--- config.mk ---
export PLATFORM = sky130hd
export DESIGN_NAME = deadband_scan_sched
export DESIGN_NICKNAME = d
export VERILOG_FILES = /design/src/rtl/dbs_pkg.sv /design/src/rtl/deadband_scan_sched_rr_arb4.sv /design/src/rtl/deadband_scan_sched.sv
export SDC_FILE = /design/constraint.sdc
export NUM_CORES = 1
export LEC_CHECK = 0
export ABC_AREA = 1
export BUFFER_PORTS_ARGS = -buffer_cell sky130_fd_sc_hd__buf_2
export CORE_ASPECT_RATIO = 1.5
export CORE_MARGIN = 2
export CORE_UTILIZATION = 40
export CTS_BUF_LIST = sky130_fd_sc_hd__clkbuf_8
export CTS_CLUSTER_SIZE = 40
export DETAILED_ROUTE_END_ITERATION = 12
export GPL_TIMING_DRIVEN = 0
export PLACE_DENSITY = 0.54
export SKIP_LAST_GASP = 1
export SYNTH_ARGS = -nofsm -noshare
export SYNTH_HDL_FRONTEND = slang
export SYNTH_HIERARCHICAL = 1
export SYNTH_SLANG_ARGS = --single-unit
--- constraint.sdc ---
create_clock -name clk -period 6.5 [get_ports clk]
set_input_delay 1.3 -clock clk [delete_from_list [all_inputs] [get_ports clk]]
set_output_delay 1.3 -clock clk [all_outputs]
set_load 0.02 [all_outputs]
--- src/rtl/dbs_pkg.sv ---
// dbs_pkg: shared constants and types for the deadband scan scheduler.
//   W      - sample and baseline width in bits
//   N_CH   - number of requester channels (fixed at 4, 2-bit channel id)
//   THRESH - deadband; a sample is an event only when |sample - baseline| > THRESH
package dbs_pkg;

    localparam int W      = 8;
    localparam int N_CH   = 4;
    localparam int THRESH = 2;

    typedef logic [1:0]   ch_t;
    typedef logic [W-1:0] sample_t;

    typedef struct packed {
        ch_t     ch;
        sample_t data;
        sample_t delta;
    } ev_t;

    // Unsigned absolute difference; the subtraction order keeps it inside W bits.
    function automatic sample_t abs_diff(input sample_t a, input sample_t b);
        return (a >= b) ? sample_t'(a - b) : sample_t'(b - a);
    endfunction

endpackage

--- src/rtl/deadband_scan_sched_rr_arb4.sv ---
// rr_arb4: four-request round-robin arbiter.
//   clk, rst_n - clock; asynchronous reset, active-high
//   req[3:0]   - request vector
//   en         - a grant may be issued this cycle
//   gnt[3:0]   - one-hot grant (all zero when en is low or nothing requests)
//   id         - encoded index of the winning request
// The priority pointer moves to (winner + 1) mod 4 after every grant.
module rr_arb4
    import dbs_pkg::*;
(
    input  logic       clk,
    input  logic       rst_n,
    input  logic [3:0] req,
    input  logic       en,
    output logic [3:0] gnt,
    output ch_t        id
);

    ch_t  ptr_q, ptr_d;
    ch_t  idx;
    logic found;

    // NOTE: every variable gets a default before any conditional assignment,
    // so no path leaves a value held and no latch is inferred.
    always_comb begin
        found = 1'b0;
        id    = '0;
        idx   = '0;
        for (int k = 0; k < 4; k++) begin
            // 2-bit addition wraps, giving the rotated search order.
            idx = ptr_q + ch_t'(k);
            if (!found && req[idx]) begin
                found = 1'b1;
                id    = idx;
            end
        end
        gnt   = (en && found) ? (4'b0001 << id) : 4'b0000;
        ptr_d = (en && found) ? ch_t'(id + 2'd1) : ptr_q;
    end

    // NOTE: state registers use non-blocking assignments so every flop samples
    // the pre-edge values, independent of process evaluation order.
    always_ff @(posedge clk or posedge rst_n) begin
        if (rst_n) ptr_q <= '0;
        else       ptr_q <= ptr_d;
    end

endmodule

--- src/rtl/deadband_scan_sched.sv ---
// deadband_scan_sched: four one-entry input slots, a round-robin grant into a
// single compare stage (S1) holding per-channel baselines, and a registered
// event output with a saturating event counter.
//   clk, rst_n         - clock; asynchronous reset, active-high
//   in_valid[3:0]      - per-channel sample valid
//   in_data[31:0]      - per-channel samples, channel i at [i*W +: W]
//   in_ready[3:0]      - per-channel ready (registered: slot empty)
//   ev_valid, ev_ready - event output handshake
//   ev_ch, ev_data     - channel and sample of the event
//   ev_delta           - |sample - old baseline|
//   ev_cnt             - events issued, saturating at 0xFFFF
module deadband_scan_sched
    import dbs_pkg::*;
(
    input  logic              clk,
    input  logic              rst_n,
    input  logic [N_CH-1:0]   in_valid,
    input  logic [N_CH*W-1:0] in_data,
    output logic [N_CH-1:0]   in_ready,
    output logic              ev_valid,
    input  logic              ev_ready,
    output ch_t               ev_ch,
    output sample_t           ev_data,
    output sample_t           ev_delta,
    output logic [15:0]       ev_cnt
);

    logic [N_CH-1:0]            slot_valid_q, slot_valid_d;
    sample_t [N_CH-1:0]         slot_data_q,  slot_data_d;
    logic                       s1_valid_q,   s1_valid_d;
    ch_t                        s1_ch_q,      s1_ch_d;
    sample_t                    s1_data_q,    s1_data_d;
    sample_t [N_CH-1:0]         base_q,       base_d;
    logic                       ev_valid_q,   ev_valid_d;
    ev_t                        ev_q,         ev_d;
    logic [15:0]                ev_cnt_q,     ev_cnt_d;

    sample_t    delta;
    logic       is_event, out_free, s1_retire, arb_en;
    logic [3:0] gnt;
    ch_t        gnt_id;

    assign delta     = abs_diff(s1_data_q, base_q[s1_ch_q]);
    assign is_event  = delta > sample_t'(THRESH);
    assign out_free  = !ev_valid_q || ev_ready;
    // Non-events always retire; events need the output register to be free.
    assign s1_retire = s1_valid_q && (!is_event || out_free);
    assign arb_en    = !s1_valid_q || s1_retire;

    rr_arb4 u_arb (
        .clk   (clk),
        .rst_n (rst_n),
        .req   (slot_valid_q),
        .en    (arb_en),
        .gnt   (gnt),
        .id    (gnt_id)
    );

    always_comb begin
        slot_valid_d = slot_valid_q;
        slot_data_d  = slot_data_q;
        s1_valid_d   = s1_valid_q;
        s1_ch_d      = s1_ch_q;
        s1_data_d    = s1_data_q;
        base_d       = base_q;
        ev_valid_d   = ev_valid_q;
        ev_d         = ev_q;
        ev_cnt_d     = ev_cnt_q;

        for (int i = 0; i < N_CH; i++) begin
            if (in_valid[i] && !slot_valid_q[i]) begin
                slot_valid_d[i] = 1'b1;
                slot_data_d[i]  = in_data[i*W +: W];
            end
        end
        // Only full slots are granted, so this never cancels a same-cycle load.
        slot_valid_d = slot_valid_d & ~gnt;

        if (|gnt) begin
            s1_valid_d = 1'b1;
            s1_ch_d    = gnt_id;
            s1_data_d  = slot_data_q[gnt_id];
        end else if (s1_retire) begin
            s1_valid_d = 1'b0;
        end

        if (ev_valid_q && ev_ready) ev_valid_d = 1'b0;

        if (s1_retire && is_event) begin
            base_d[s1_ch_q] = s1_data_q;
            ev_valid_d      = 1'b1;
            ev_d.ch         = s1_ch_q;
            ev_d.data       = s1_data_q;
            ev_d.delta      = delta;
            if (ev_cnt_q != 16'hFFFF) ev_cnt_d = ev_cnt_q + 16'd1;
        end
    end

    always_ff @(posedge clk or posedge rst_n) begin
        if (rst_n) begin
            slot_valid_q <= '0;
            slot_data_q  <= '0;
            s1_valid_q   <= 1'b0;
            s1_ch_q      <= '0;
            s1_data_q    <= '0;
            // NOTE: the baseline array is reset on purpose: compares after reset
            // are defined against zero, so it cannot be left uninitialised.
            base_q       <= '0;
            ev_valid_q   <= 1'b0;
            ev_q         <= '0;
            ev_cnt_q     <= '0;
        end else begin
            slot_valid_q <= slot_valid_d;
            slot_data_q  <= slot_data_d;
            s1_valid_q   <= s1_valid_d;
            s1_ch_q      <= s1_ch_d;
            s1_data_q    <= s1_data_d;
            base_q       <= base_d;
            ev_valid_q   <= ev_valid_d;
            ev_q         <= ev_d;
            ev_cnt_q     <= ev_cnt_d;
        end
    end

    assign in_ready = ~slot_valid_q;
    assign ev_valid = ev_valid_q;
    assign ev_ch    = ev_q.ch;
    assign ev_data  = ev_q.data;
    assign ev_delta = ev_q.delta;
    assign ev_cnt   = ev_cnt_q;

endmodule

== Yosys cells after proc, flatten, opt, wreduce, memory -nomap -nowiden ==
Index checks and enable logic that the tools add are counted.
Word-level totals
  output and inout port bits: 39
  bits of input ports: 39
  bits in registers: 116
  word-level logic and storage cells: 101
Cells by class
  shift operators: 1
  multiplexer cells: 33
  reductions and logical operators: 29
  bitwise gates (word level): 3
  eq/ne operators: 1
  order comparisons: 9
  $add $sub $neg: 7
Operator list (number)
  binary-select mux 8 bit (select 2 bit): 2
  bitwise mux 32 bit: 1
  2-to-1 mux 8 bit: 4
  less-than comparator 2 x 3 -> 1 bit, second input constant: 6
  adder 16 x 1 -> 16 bit, second input constant: 1
  demux 8 bit (select 2 bit): 1
  2-to-1 mux 1 bit: 16
  inequality test 16 bit, second input constant: 1
  subtractor 8 bit: 2
  logical AND 1 bit: 12
  zero test 1 bit: 10
  binary-select mux 1 bit (select 2 bit): 4
  >= comparator 8 bit: 1
  > comparator 8 x 2 -> 1 bit, second input constant: 1
  2-to-1 mux 2 bit: 4
  inverter 4 bit: 2
  adder 2 x 1 -> 2 bit, second input constant: 2
  adder 2 bit, second input constant: 2
  bitwise AND 4 bit: 1
  2-to-1 mux 4 bit: 1
  nonzero test 2 bit: 2
  OR reduction 4 bit: 1
  << shifter 1 x 2 -> 4 bit, first input constant: 1
  logical OR 1 bit: 3
  2 further kinds: 2

== Logic depth before layout (Yosys ltp) ==
Gate-level depths: netlist of the first run.
  depth in word-level cells: 16
  depth in mapped cells: 30
  gate-level depth less buffers: 27

== Hierarchy ==
The synthesis of the first run kept the hierarchy.
Modules (own cells, without submodules)
  deadband_scan_sched: seq. area each 2852.7 um^2, area each 6158.4 um^2, cells each 748, times used 1
  rr_arb4: seq. area each 50.0 um^2, area each 411.6 um^2, cells each 78, times used 1

== Least setup slack after synthesis of the first run ==
OpenSTA, ideal clock, no wires.
  path type: reg-to-reg
  start point: reg s1_ch_q[0]
  end point: reg s1_data_q[0]
  arrival time: 4.051 ns
  setup slack: 2.317 ns
  data required time: 6.369 ns
  clock period less this slack: 4.183 ns
  cell stages (with the launch flop): 29
  cell sequence: dfrtp_1 -> clkbuf_1 -> nor2_1 -> nor2_1 -> o21ai_0 -> o221ai_1 -> ha_1 -> inv_1 -> fa_1 -> nand3_1 -> nand3_1 -> nand2_1 -> nand2_1 -> nor2_1 -> nand3_1 -> nand2_1 -> nor2_1 -> nand3_2 -> buf_6 -> nand3_1 -> nand2_2 -> inv_2 -> nand3_2 -> inv_1 -> nor4_1 -> inv_1 -> clkbuf_1 -> nand2_1 -> o21ai_0
Between the ends
  word-level cells in the longest chain between the ends: 12
  elaborated cells between the ends (all ways): 14
  classes of those cells: add/sub: 2; order compare: 2; mux: 4; reduce/logical: 6
Ends and longest elaborated chain
  start, declared: line deadband_scan_sched.sv:31  | ch_t s1_ch_q, s1_ch_d;
  start signal, assigned: line deadband_scan_sched.sv:116  | s1_ch_q <= s1_ch_d;
  binary-select mux 8 bit (select 2 bit) (*): line deadband_scan_sched.sv:43  | assign delta = abs_diff(s1_data_q, base_q[s1_ch_q]);
  2-to-1 mux 8 bit (implied by the code) (*): line deadband_scan_sched.sv:43
  subtractor 8 bit or >= comparator 8 bit (tied branches): line dbs_pkg.sv:22  | return (a >= b) ? sample_t'(a - b) : sample_t'(b - a);
  2-to-1 mux 8 bit (*): line dbs_pkg.sv:22
  > comparator 8 x 2 -> 1 bit (*): line deadband_scan_sched.sv:44  | assign is_event = delta > sample_t'(THRESH);
  zero test 1 bit (*): line deadband_scan_sched.sv:47  | assign s1_retire = s1_valid_q && (!is_event || out_free);
  logical OR 1 bit (*): line deadband_scan_sched.sv:47
  logical AND 1 bit (*): line deadband_scan_sched.sv:47
  logical OR 1 bit (*): line deadband_scan_sched.sv:48  | assign arb_en = !s1_valid_q || s1_retire;
  named net arb_en: line deadband_scan_sched.sv:39  | logic is_event, out_free, s1_retire, arb_en;
  logical AND 1 bit (*): line deadband_scan_sched_rr_arb4.sv:37  | gnt = (en && found) ? (4'b0001 << id) : 4'b0000;
  2-to-1 mux 4 bit (*): line deadband_scan_sched_rr_arb4.sv:37
  named net gnt[2]: line deadband_scan_sched.sv:40  | logic [3:0] gnt;
  OR reduction 4 bit (*): line deadband_scan_sched.sv:79  | if (|gnt) begin
  end signal, assigned: line deadband_scan_sched.sv:117  | s1_data_q <= s1_data_d;
  end, declared: line deadband_scan_sched.sv:32  | sample_t s1_data_q, s1_data_d;
Mark *: on every way through the listed nets, which the timed path passes. The rest lies on a longest branch. The select of a mux whose other input is x is not followed.
A chain may end at the register's enable or synchronous reset.

== Worst setup path in the final report of the first run ==
Same ends and word-level chain as after synthesis.

==> reports/summary.md, run 1 <==
• result of the run: finished, final reports clean
• Synth Net Count: 883
• cell family contributing the most delay on the critical path: simple AND/OR/NAND/NOR gates
• share of synthesized area occupied by flip-flops and latches: 0.4418
• violation count after the first detailed-routing iteration: 295
• hpwl dp: 13780 um
• hold buffers post-CTS: 0
• Worst-Skew Late Latency: 0.43 ns
• required time at the endpoint of the critical path: 6.80 ns
• TritonCTS Buffers: 17
• reg2reg setup slack: 0.75 ns
• Yosys cell types: 34
• via count of the first global-routing pass: 5786
• worst-path fanout max: 10
• DR vias: 5774
• CTS tree: yes
• die area: 0.01749 sq mm
• FF-to-FF path depth: 24
• num rows: 57
• worst setup skew after layout: 0.01288 ns
• WS Path Type: reg2reg
• count of unresolved DRC violations after routing: 0
• number of nets in the layout: 980
• root buffer cell: sky130_fd_sc_hd__clkbuf_8
• Critical Path, Cell by Cell: nand2_1 -> clkinv_1 -> a22oi_1 -> o21ai_0 -> inv_1 -> ha_1 -> nand2_2 -> inv_2 -> a21oi_2 -> nand3_2 -> o21ai_1 -> nor2_1 -> nand3_2 -> buf_6 -> nand3_1 -> nand2_2 -> inv_2 -> nand3_2 -> inv_1 -> nor4_1 -> inv_1 -> clkbuf_1 -> nand2_1 -> o21ai_0
• startpoint of the worst-slack reg-to-reg timing path: s1_ch_q[0]
• critical path data arrival time: 6.05 ns
• IO Port Bufs: 77
• final period demand of the worst path: 5.752 ns
• synth-to-layout area growth: 17.39%
• First-pass DRT Iterations: 5
• number of I/O pins: 78
• Via-to-Cell Ratio: 5.056
• remaining antenna violation count: 0
• f_max: 173.9 MHz
• wire length after detailed routing: 18030 um
• register bit count reported by yosys: 116
• filler cell count in the final layout: 1700
• number of violations of the max-capacitance limit: 0
• worst max-slew margin expressed relative to the limit: 0.2152
• Startpoint Class: register
• CP endpoint: s1_data_q[0]
• last weighted congestion value of the routability-driven placer: 0.9004
• setup repair after global routing missed its margin: false
• fraction of layout instances using a drive strength above 1: 0.1944
• maximum number of pins on one net before global-route repair: 63
• cell count after synthesis: 826
• Chip Width: 108.6 um
• worst reg2reg endpoint: s1_data_q[0]
• effective utilization at floorplan: 0.4076
• post-route core utilization: 0.4785
• delay of the slowest critical-path stage: 0.98 ns
• count of antenna diodes in the layout: 0
• number of endpoints with negative hold slack in the final report: 0
• sum of negative setup slack: 0 ns
• area of the core: 0.01612 sq mm
• cell with the largest stage delay on the worst path: sky130_fd_sc_hd__nor4_1
• number of logic stages on the critical path including buffering: 24
• max-slew violation total from the final report: 0
• total track usage: 0.2228
• final hold slack: 0.4665 ns
• initial antenna violation count: 0
• Post-Place Setup Slack: 0.7400 ns
• deepest level of the CTS H-tree: 4
• post-synthesis instance area: 0.006570 sq mm
• first-pass GRT wire length: 29840 um
• total of endpoints with negative setup slack in the final report: 0
• worst min path class: reg2reg
• Mapped Avg Cell Area: 7.954 sq um
• remaining global-route overflow: 0
• actual slew at the worst max-slew pin: 1.167 ns
• type of destination of the critical path: register
• Clock Path Buffers: 2
• PnR worst setup slack: 0.7481 ns
• clock-pin slew reported for the worst setup and hold paths after clock tree synthesis: 0.08 ns
• average routed wire per standard cell: 15.79 um
• number of cells upsized or downsized after cts: 0
• critical path launch point: s1_ch_q[0]
• sinks on the clock net: 116
• Buf+Inv Stages, Crit Path: 8
• fin crit share: 0.8849
• Die Y: 161.0 um
• post-CTS setup-driven buffer insertion count: 0
• Ys Warns: 6
## worst reg2reg max path: cells and delay by family, from the launching register on
kind                       cells  cell delay, ns
DFF                            1            0.42
AOI/OAI and AO/OA              5            1.23
and+or+nand+nor               10            2.34
buffers and inverters          8            1.37
adders and majority gates      1            0.28
## cell type report
class | instances | area (sq um) | area share
sequential | 116 | 2903 | 0.3764
tap | 206 | 257.7 | 0.03342
multi-input combinational | 585 | 3120 | 0.4046
buffer | 26 | 167.7 | 0.02174
clock buffer | 19 | 261.5 | 0.03391
timing repair buffer | 78 | 412.9 | 0.05354
inverter | 99 | 384.1 | 0.04981
clock inverter | 13 | 205.2 | 0.02661
## layout by cell type, fill, tap and decap left out, types with 7 or more instances in the layout
master / count
sky130_fd_sc_hd__buf_2: 79
sky130_fd_sc_hd__buf_6: 7
sky130_fd_sc_hd__clkbuf_1: 9
sky130_fd_sc_hd__clkbuf_8: 19
sky130_fd_sc_hd__dfrtp_1: 116
sky130_fd_sc_hd__ha_1: 16
sky130_fd_sc_hd__inv_1: 91
sky130_fd_sc_hd__mux2_2: 32
sky130_fd_sc_hd__nand2_1: 256
sky130_fd_sc_hd__nand2_2: 8
sky130_fd_sc_hd__nand3_1: 45
sky130_fd_sc_hd__nand3_2: 8
sky130_fd_sc_hd__nand4_1: 53
sky130_fd_sc_hd__nor2_1: 59
sky130_fd_sc_hd__nor3_1: 7
sky130_fd_sc_hd__o21ai_0: 35
sky130_fd_sc_hd__o21ai_1: 16
sky130_fd_sc_hd__o221ai_1: 7
sky130_fd_sc_hd__o22ai_1: 8
sky130_fd_sc_hd__xor2_1: 11
## cell families (layout without fill, tap and decap cells)
| family | after synthesis | after routing | share of synthesized area |
|---|---|---|---|
| buf+inv | 125 | 235 | 0.08322 |
| fa+ha+maj | 18 | 18 | 0.03656 |
| flops | 116 | 116 | 0.4418 |
| mux | 32 | 32 | 0.05485 |
| compound gates | 74 | 74 | 0.06323 |
| simple gates | 446 | 446 | 0.3003 |
| xor+xnor | 15 | 15 | 0.02000 |
## synth_stat cells (all sizes together)
| master | count | area (sq um) |
|---|---|---|
| nand2 | 264 | 1011 |
| dfrtp | 116 | 2903 |
| inv | 97 | 371.6 |
| nor2 | 63 | 251.5 |
| nand3 | 53 | 305.3 |
| nand4 | 53 | 331.6 |
| o21ai | 51 | 255.3 |
| mux2 | 32 | 360.4 |
| buf | 17 | 133.9 |
| ha | 16 | 200.2 |
| xor2 | 11 | 96.34 |
| clkbuf | 9 | 33.78 |
| o22ai | 8 | 50.05 |
| nor3 | 7 | 35.03 |
| o221ai | 7 | 61.31 |
| a21oi | 5 | 28.78 |
| nor4 | 5 | 31.28 |
| xnor2 | 4 | 35.03 |
| a31oi | 2 | 12.51 |
| clkinv | 2 | 7.510 |
| fa | 2 | 40.04 |
| a22oi | 1 | 7.510 |
| nand3b | 1 | 7.510 |
## registers in the layout, indices dropped and copies added, names as in the netlist
signal	cells
base_q	32
ev_ch	2
ev_cnt	16
ev_data	8
ev_delta	8
ev_valid	1
s1_ch_q	2
s1_data_q	8
s1_valid_q	1
slot_data_q	32
slot_valid_q	4
u_arb/ptr_q	2
## worst min-delay path by stage
stage / from / end / slack [ns] / cells past startpoint
floorplan: base_q[7] / base_q[7] / 0.44 / 2
global placement: base_q[12] / base_q[12] / 0.45 / 2
detailed placement: base_q[13] / base_q[13] / 0.45 / 2
CTS: base_q[14] / base_q[14] / 0.47 / 2
global route: ev_delta[5] / ev_delta[5] / 0.48 / 2
finish: ev_delta[2] / ev_delta[2] / 0.47 / 2
## routing by layer
metal | GRT usage | vias to the layer above | share of wire
li1 | - | 2906 | -
met1 | 0.2678 | 2723 | 0.41
met2 | 0.3866 | 111 | 0.52
met3 | 0.03287 | 34 | 0.027
met4 | 0.1020 | 0 | 0.041
met5 | 0 | - | 0
## through the flow
stage                     instance area [sq um]  std cells
after floorplan                            6570        826
after global placement                     7213       1109
after detailed placement                   7246       1110
after CTS                                  7712       1142
after global routing                       7712       1142
final                                      7712       1142
Power of run 1 is not shown: default switching activity piles up to over one toggle a cycle in this logic, so the estimate is an artifact.
==> run 2: changes to the inputs <==
--- a/config.mk
+++ b/config.mk
@@ -5,7 +5,6 @@
 export SDC_FILE = /design/constraint.sdc
 export NUM_CORES = 1
 export LEC_CHECK = 0
-export ABC_AREA = 1
 export BUFFER_PORTS_ARGS = -buffer_cell sky130_fd_sc_hd__buf_2
 export CORE_ASPECT_RATIO = 1.5
 export CORE_MARGIN = 2
@@ -14,7 +13,7 @@
 export CTS_CLUSTER_SIZE = 40
 export DETAILED_ROUTE_END_ITERATION = 12
 export GPL_TIMING_DRIVEN = 0
-export PLACE_DENSITY = 0.54
+export PLACE_DENSITY = 0.55
 export SKIP_LAST_GASP = 1
 export SYNTH_ARGS = -nofsm -noshare
 export SYNTH_HDL_FRONTEND = slang
==> reports/summary.md, run 2 <==
• critical path data arrival time: 6.22 ns
• remaining antenna violation count: 0
• filler cell count in the final layout: 1384
• last weighted congestion value of the routability-driven placer: 0.8238
• sum of negative setup slack: 0 ns
• DR vias: 4204
• Placed Cells incl. Taps: 775
• actual slew at the worst max-slew pin: 0.8196 ns
• synth-to-layout area growth: 19.17%
• area of the core: 0.01459 sq mm
• Worst-Skew Late Latency: 0.43 ns
• total of endpoints with negative setup slack in the final report: 0
• fraction of layout instances using a drive strength above 1: 0.3601
• share of synthesized area occupied by flip-flops and latches: 0.4845
• ranking of synthesized cells by instance count: 116 x sky130_fd_sc_hd__dfrtp_1, 76 x sky130_fd_sc_hd__mux2_2, 33 x sky130_fd_sc_hd__inv_1
• remaining global-route overflow: 0
• startpoint of the worst-slack reg-to-reg timing path: s1_ch_q[1]
• CTS tree: yes
• die area: 0.01599 sq mm
• met3 wire length: 411 um
• f_max: 169.2 MHz
• via count of the first global-routing pass: 4320
• WS Path Type: reg2reg
• required time at the endpoint of the critical path: 6.81 ns
• number of endpoints with negative hold slack in the final report: 0
• number of nets in the layout: 655
• post-synthesis instance area: 0.005991 sq mm
• Ys Warns: 6
• cell count after synthesis: 501
• effective utilization at floorplan: 0.4105
• violation count after the first detailed-routing iteration: 122
• TritonCTS Buffers: 17
• wire length after detailed routing: 12820 um
• fin crit share: 0.9092
• predominant post-synthesis flop cell: sky130_fd_sc_hd__dfrtp_1
• Detail Route met2 WL: 6894 um
• maximum number of pins on one net before global-route repair: 76
• Die Y: 153.9 um
• commonest cells after routing, fill and taps aside: 116 x sky130_fd_sc_hd__dfrtp_1, 80 x sky130_fd_sc_hd__buf_2, 76 x sky130_fd_sc_hd__mux2_2
• type of destination of the critical path: register
• worst-path fanout max: 10
• final hold slack: 0.4710 ns
• top cells by area, synth: sky130_fd_sc_hd__dfrtp_1 48%, sky130_fd_sc_hd__mux2_2 14%, sky130_fd_sc_hd__mux4_2 6.0%
• most common cell after layout, fill and taps aside: sky130_fd_sc_hd__dfrtp_1
• worst setup skew after layout: 0.01593 ns
• num rows: 54
• proportion of netlist area held by the largest area contributor: 0.4845
• result of the run: finished, final reports clean
• worst max-slew margin expressed relative to the limit: 0.4516
• setup repair after global routing missed its margin: false
• max-slew violation total from the final report: 0
• worst min path class: reg2reg
• origin of the worst min-delay path: ev_delta[4]
• final period demand of the worst path: 5.910 ns
• initial antenna violation count: 0
• clock-pin slew reported for the worst setup and hold paths after clock tree synthesis: 0.07 ns
• deepest level of the CTS H-tree: 4
• count of unresolved DRC violations after routing: 0
• Mapped Avg Cell Area: 11.96 sq um
• fin area: 0.007139 sq mm
• Layout Cells excl Fill: 807
• total track usage: 0.1683
• average routed wire per standard cell: 15.89 um
• First-pass DRT Iterations: 4
• placement-stage cell area: 0.006651 sq mm
• met1 layer wirelength in the final routing: 5256 um
• number of violations of the max-capacitance limit: 0
• most frequently used cell type in the post-synthesis netlist: sky130_fd_sc_hd__dfrtp_1
• Startpoint Class: register
• Synth Net Count: 558
• IO Port Bufs: 77
• number of synthesized flops with an enable pin: 0
• largest area contributor in the synthesized netlist: sky130_fd_sc_hd__dfrtp_1
• sinks on the clock net: 116
• first-pass GRT wire length: 21470 um
• Clock Path Buffers: 2
• uppermost metal layer occupied by signal nets: met4
• root buffer cell: sky130_fd_sc_hd__clkbuf_8
• register bit count reported by yosys: 116
• Yosys cell types: 61
• Via-to-Cell Ratio: 5.209
• critical path launch point: s1_ch_q[1]
• number of I/O pins: 78
• count of antenna diodes in the layout: 0
• Post-synth ARST share: 1.000
• Chip Width: 103.9 um
• hpwl dp: 9713 um
==> run 2: kinds of logic (layout without fill, tap and decap cells) <==
group | after synthesis | after routing | synth area share
DFF | 116 | 116 | 0.4845
xor gates and xnor gates | 17 | 17 | 0.02486
buffers and inverters | 56 | 166 | 0.03571
muxes | 97 | 97 | 0.2120
and+or+nand+nor | 123 | 123 | 0.1140
AOI/OAI and AO/OA | 74 | 74 | 0.08877
adders and majority gates | 18 | 18 | 0.04010
==> run 2: stage by stage <==
stage                     utilization  worst slack, ns
after floorplan                     -            1.406
after global placement         0.4537           0.1769
after detailed placement       0.4558           0.1254
after CTS                      0.4890          0.07727
after global routing           0.4892          0.08708
final                          0.4892           0.5903
==> run 2: worst paths after layout <==
kind	end	slack, ns	cells past startpoint
max	s1_data_q[3]	0.59	18
min	ev_delta[4]	0.47	2
max reg2reg	s1_data_q[3]	0.59	18
min reg2reg	ev_delta[4]	0.47	2
max in group asynchronous	base_q[22]	4.82	3
min in group asynchronous	u_arb/ptr_q[1]	0.74	2
==> run 2: timing repair <==
action | in CTS | in global routing
setup buffers | 0 | 0
setup endpoints to repair | 0 | 10
hold buffers | 0 | 0
gates resized for setup | 0 | 4
==> run 2: worst max-delay path, cell delays in order (launching register included) <==
cell and delay [ns]:
sky130_fd_sc_hd__dfrtp_1 0.32, sky130_fd_sc_hd__clkbuf_1 0.28, sky130_fd_sc_hd__clkbuf_2 0.39, sky130_fd_sc_hd__mux4_2 0.57, sky130_fd_sc_hd__ha_1 0.37, sky130_fd_sc_hd__clkbuf_1 0.23, sky130_fd_sc_hd__nand4_1 0.18, sky130_fd_sc_hd__a31oi_1 0.16
sky130_fd_sc_hd__nor3_1 0.52, sky130_fd_sc_hd__mux2i_1 0.28, sky130_fd_sc_hd__xor2_1 0.45, sky130_fd_sc_hd__or3_1 0.29, sky130_fd_sc_hd__nand3_1 0.16, sky130_fd_sc_hd__o41ai_2 0.14, sky130_fd_sc_hd__nand2b_1 0.23, sky130_fd_sc_hd__nor2_1 0.07
sky130_fd_sc_hd__nor4_1 0.41, sky130_fd_sc_hd__clkbuf_2 0.36, sky130_fd_sc_hd__mux2_2 0.37
==> run 2: area by class of cell <==
class / instances / area, sq um / area share
Buffer: 23 / 92.59 / 0.01297
Clock buffer: 17 / 234.0 / 0.03277
Clock inverter: 15 / 251.5 / 0.03523
Inverter: 33 / 126.4 / 0.01770
Multi-Input combinational cell: 329 / 2874 / 0.4026
Sequential cell: 116 / 2903 / 0.4066
Tap cell: 196 / 245.2 / 0.03435
Timing Repair Buffer: 78 / 412.9 / 0.05783
==> run 2: routing by layer <==
layer  global-route usage  vias to the layer above
met4              0.07400                        0
li1                     -                     2011
met5                    0                        -
met2               0.3089                       95
met3              0.03349                       18
met1               0.1875                     2080
Power of run 2 is left out for the same reason.
==> run 3: changes to the inputs <==
--- a/config.mk
+++ b/config.mk
@@ -17,5 +17,4 @@
 export SKIP_LAST_GASP = 1
 export SYNTH_ARGS = -nofsm -noshare
 export SYNTH_HDL_FRONTEND = slang
-export SYNTH_HIERARCHICAL = 1
 export SYNTH_SLANG_ARGS = --single-unit
==> constraint.sdc (replaced) <==
create_clock -name clk -period 6.3 [get_ports clk]
set_input_delay 1.26 -clock clk [delete_from_list [all_inputs] [get_ports clk]]
set_output_delay 1.26 -clock clk [all_outputs]
set_load 0.02 [all_outputs]
==> reports/summary.md, run 3 <==
• origin of the worst min-delay path: ev_delta[4]
• f_max: 204.2 MHz
• number of cells upsized or downsized after cts: 0
• post-CTS setup-driven buffer insertion count: 0
• DR vias: 4213
• fraction of the mapped netlist area in compound gates: 0.06664
• worst reg2reg endpoint: s1_data_q[7]
• deepest level of the CTS H-tree: 4
• Synth Net Count: 580
• WS Path Type: reg2reg
• uppermost metal layer occupied by signal nets: met4
• top cells by area, synth: sky130_fd_sc_hd__dfrtp_1 48%, sky130_fd_sc_hd__mux2_2 12%, sky130_fd_sc_hd__ha_1 4.2%
• max-slew violation total from the final report: 0
• Via-to-Cell Ratio: 5.088
• count of antenna diodes in the layout: 0
• commonest cells after routing, fill and taps aside: 116 x sky130_fd_sc_hd__dfrtp_1, 83 x sky130_fd_sc_hd__buf_2, 66 x sky130_fd_sc_hd__mux2_2
• number of violations of the max-capacitance limit: 0
• number of synthesized flops with an enable pin: 0
• Hold Path Depth: 1
• result of the run: finished, final reports clean
• setup repair after global routing missed its margin: false
• predominant post-synthesis flop cell: sky130_fd_sc_hd__dfrtp_1
• critical path launch point: s1_ch_q[0]
• largest family of logic cells by synthesized area: multiplexers
• number of I/O pins: 78
• die area: 0.01609 sq mm
• count of unresolved DRC violations after routing: 0
• Die Y: 154.3 um
• critical path data arrival time: 5.20 ns
• initial antenna violation count: 0
• fraction of layout instances using a drive strength above 1: 0.3243
• Post-synth ARST share: 1.000
• worst-path fanout max: 10
• last weighted congestion value of the routability-driven placer: 0.8396
• most frequently used cell type in the post-synthesis netlist: sky130_fd_sc_hd__dfrtp_1
• Synth Area in Simple Gates: 0.1181
• worst max-slew margin expressed relative to the limit: 0.1111
• Mapped Avg Cell Area: 11.61 sq um
• Startpoint Class: register
• number of nets in the layout: 677
• First-pass DRT Iterations: 4
• worst setup skew after layout: 0.01152 ns
• register bit count reported by yosys: 116
• startpoint of the worst-slack reg-to-reg timing path: s1_ch_q[0]
• IO Port Bufs: 77
• CTS tree: yes
• xor/xnor share of the synthesized area: 0.03197
• post-synthesis instance area: 0.006027 sq mm
• num rows: 55
• Detail Route met2 WL: 7062 um
• effective utilization at floorplan: 0.4036
• Yosys cell types: 51
• total of endpoints with negative setup slack in the final report: 0
• Post-Synth Adder-Cell Area: 0.04816
• violation count after the first detailed-routing iteration: 99
• sum of negative setup slack: 0 ns
• Worst-Skew Late Latency: 0.42 ns
• met3 wire length: 431 um
• hpwl dp: 10020 um
• FF-to-FF path depth: 15
• Chip Width: 104.2 um
• filler cell count in the final layout: 1483
• TritonCTS Buffers: 17
• maximum number of pins on one net before global-route repair: 64
• portion of netlist area occupied by mux cells: 0.2136
• area of the core: 0.01493 sq mm
• first-pass GRT wire length: 22210 um
• via count of the first global-routing pass: 4375
• Clock Path Buffers: 2
• required time at the endpoint of the critical path: 6.60 ns
• worst min path class: reg2reg
• clock-pin slew reported for the worst setup and hold paths after clock tree synthesis: 0.07 ns
• sinks on the clock net: 116
• proportion of netlist area held by the largest area contributor: 0.4816
• synth-to-layout area growth: 17.00%
• final period demand of the worst path: 4.898 ns
• number of endpoints with negative hold slack in the final report: 0
• ranking of synthesized cells by instance count: 116 x sky130_fd_sc_hd__dfrtp_1, 66 x sky130_fd_sc_hd__mux2_2, 56 x sky130_fd_sc_hd__nand2_1
• actual slew at the worst max-slew pin: 1.333 ns
• reg2reg setup slack: 1.40 ns
• remaining global-route overflow: 0
• most common cell after layout, fill and taps aside: sky130_fd_sc_hd__dfrtp_1
• cell count after synthesis: 519
• wire length after detailed routing: 13340 um
• root buffer cell: sky130_fd_sc_hd__clkbuf_8
• remaining antenna violation count: 0
• share of synthesized area occupied by flip-flops and latches: 0.4816
• total track usage: 0.1743
• WHS Endpoint: ev_delta[4]
• Ys Warns: 0
• average routed wire per standard cell: 16.11 um
• fin crit share: 0.7774
• largest area contributor in the synthesized netlist: sky130_fd_sc_hd__dfrtp_1
• type of destination of the critical path: register
• met1 layer wirelength in the final routing: 5656 um
• hold buffers post-CTS: 0
-- run 3: final cells by class --
class	instances	area [sq um]	share of cell area
well taps	199	249.0	0.03531
clock buffers	17	234.0	0.03318
repair buffers	78	412.9	0.05855
plain buffers	24	131.4	0.01863
inverters	29	111.4	0.01579
clock inverters	15	126.4	0.01792
flip-flops and latches	116	2903	0.4116
multi-input cells	350	2884	0.4090
-- run 3: through the flow --
step	util	cell area (sq um)	worst slack (ns)	std cells	hold WS [ns]
3_3_place_gp	0.4461	6661	0.7080	795	0.4682
3_5_place_dp	0.4481	6691	1.319	796	0.4787
2_1_floorplan	-	6027	1.968	519	0.4587
5_1_grt	0.4722	7052	1.081	828	0.5024
4_1_cts	0.4722	7052	1.291	828	0.4938
6_report	0.4722	7052	1.402	828	0.4853
-- run 3: layer usage --
layer,vias up,track usage
met3,13,0.03456
met2,81,0.3186
met5,-,0
li1,2029,-
met1,2090,0.2046
met4,0,0.05598
-- run 3: how the worst max path moves through the flow --
stage,to
floorplan,base_q[0]
global placement,ev_delta[7]
detailed placement,s1_ch_q[1]
CTS,s1_ch_q[1]
global route,s1_data_q[7]
finish,s1_data_q[7]
-- run 3: logic make-up (layout without fill, tap and decap cells) --
family | count (synthesis) | in the layout
adder cells (fa/ha/maj) | 22 | 22
multiplexers | 106 | 106
XOR/XNOR | 22 | 22
AND/OR/NAND/NOR | 137 | 137
buffers and inverters | 53 | 163
AO/OA/AOI/OAI | 63 | 63
flip-flops | 116 | 116
-- run 3: critical path: stages, from the launching register on --
cell                       delay [ns]
sky130_fd_sc_hd__dfrtp_1         0.47
sky130_fd_sc_hd__buf_1           0.65
sky130_fd_sc_hd__mux4_2          0.64
sky130_fd_sc_hd__ha_1            0.29
sky130_fd_sc_hd__buf_2           0.18
sky130_fd_sc_hd__a21oi_2         0.20
sky130_fd_sc_hd__a31oi_1         0.15
sky130_fd_sc_hd__a211oi_2        0.29
sky130_fd_sc_hd__buf_4           0.25
sky130_fd_sc_hd__mux2i_1         0.30
sky130_fd_sc_hd__o221ai_1        0.15
sky130_fd_sc_hd__nand4b_1        0.30
sky130_fd_sc_hd__buf_6           0.23
sky130_fd_sc_hd__a31o_1          0.22
sky130_fd_sc_hd__buf_6           0.16
sky130_fd_sc_hd__mux2_4          0.30
Power of run 3 is left out for the same reason.
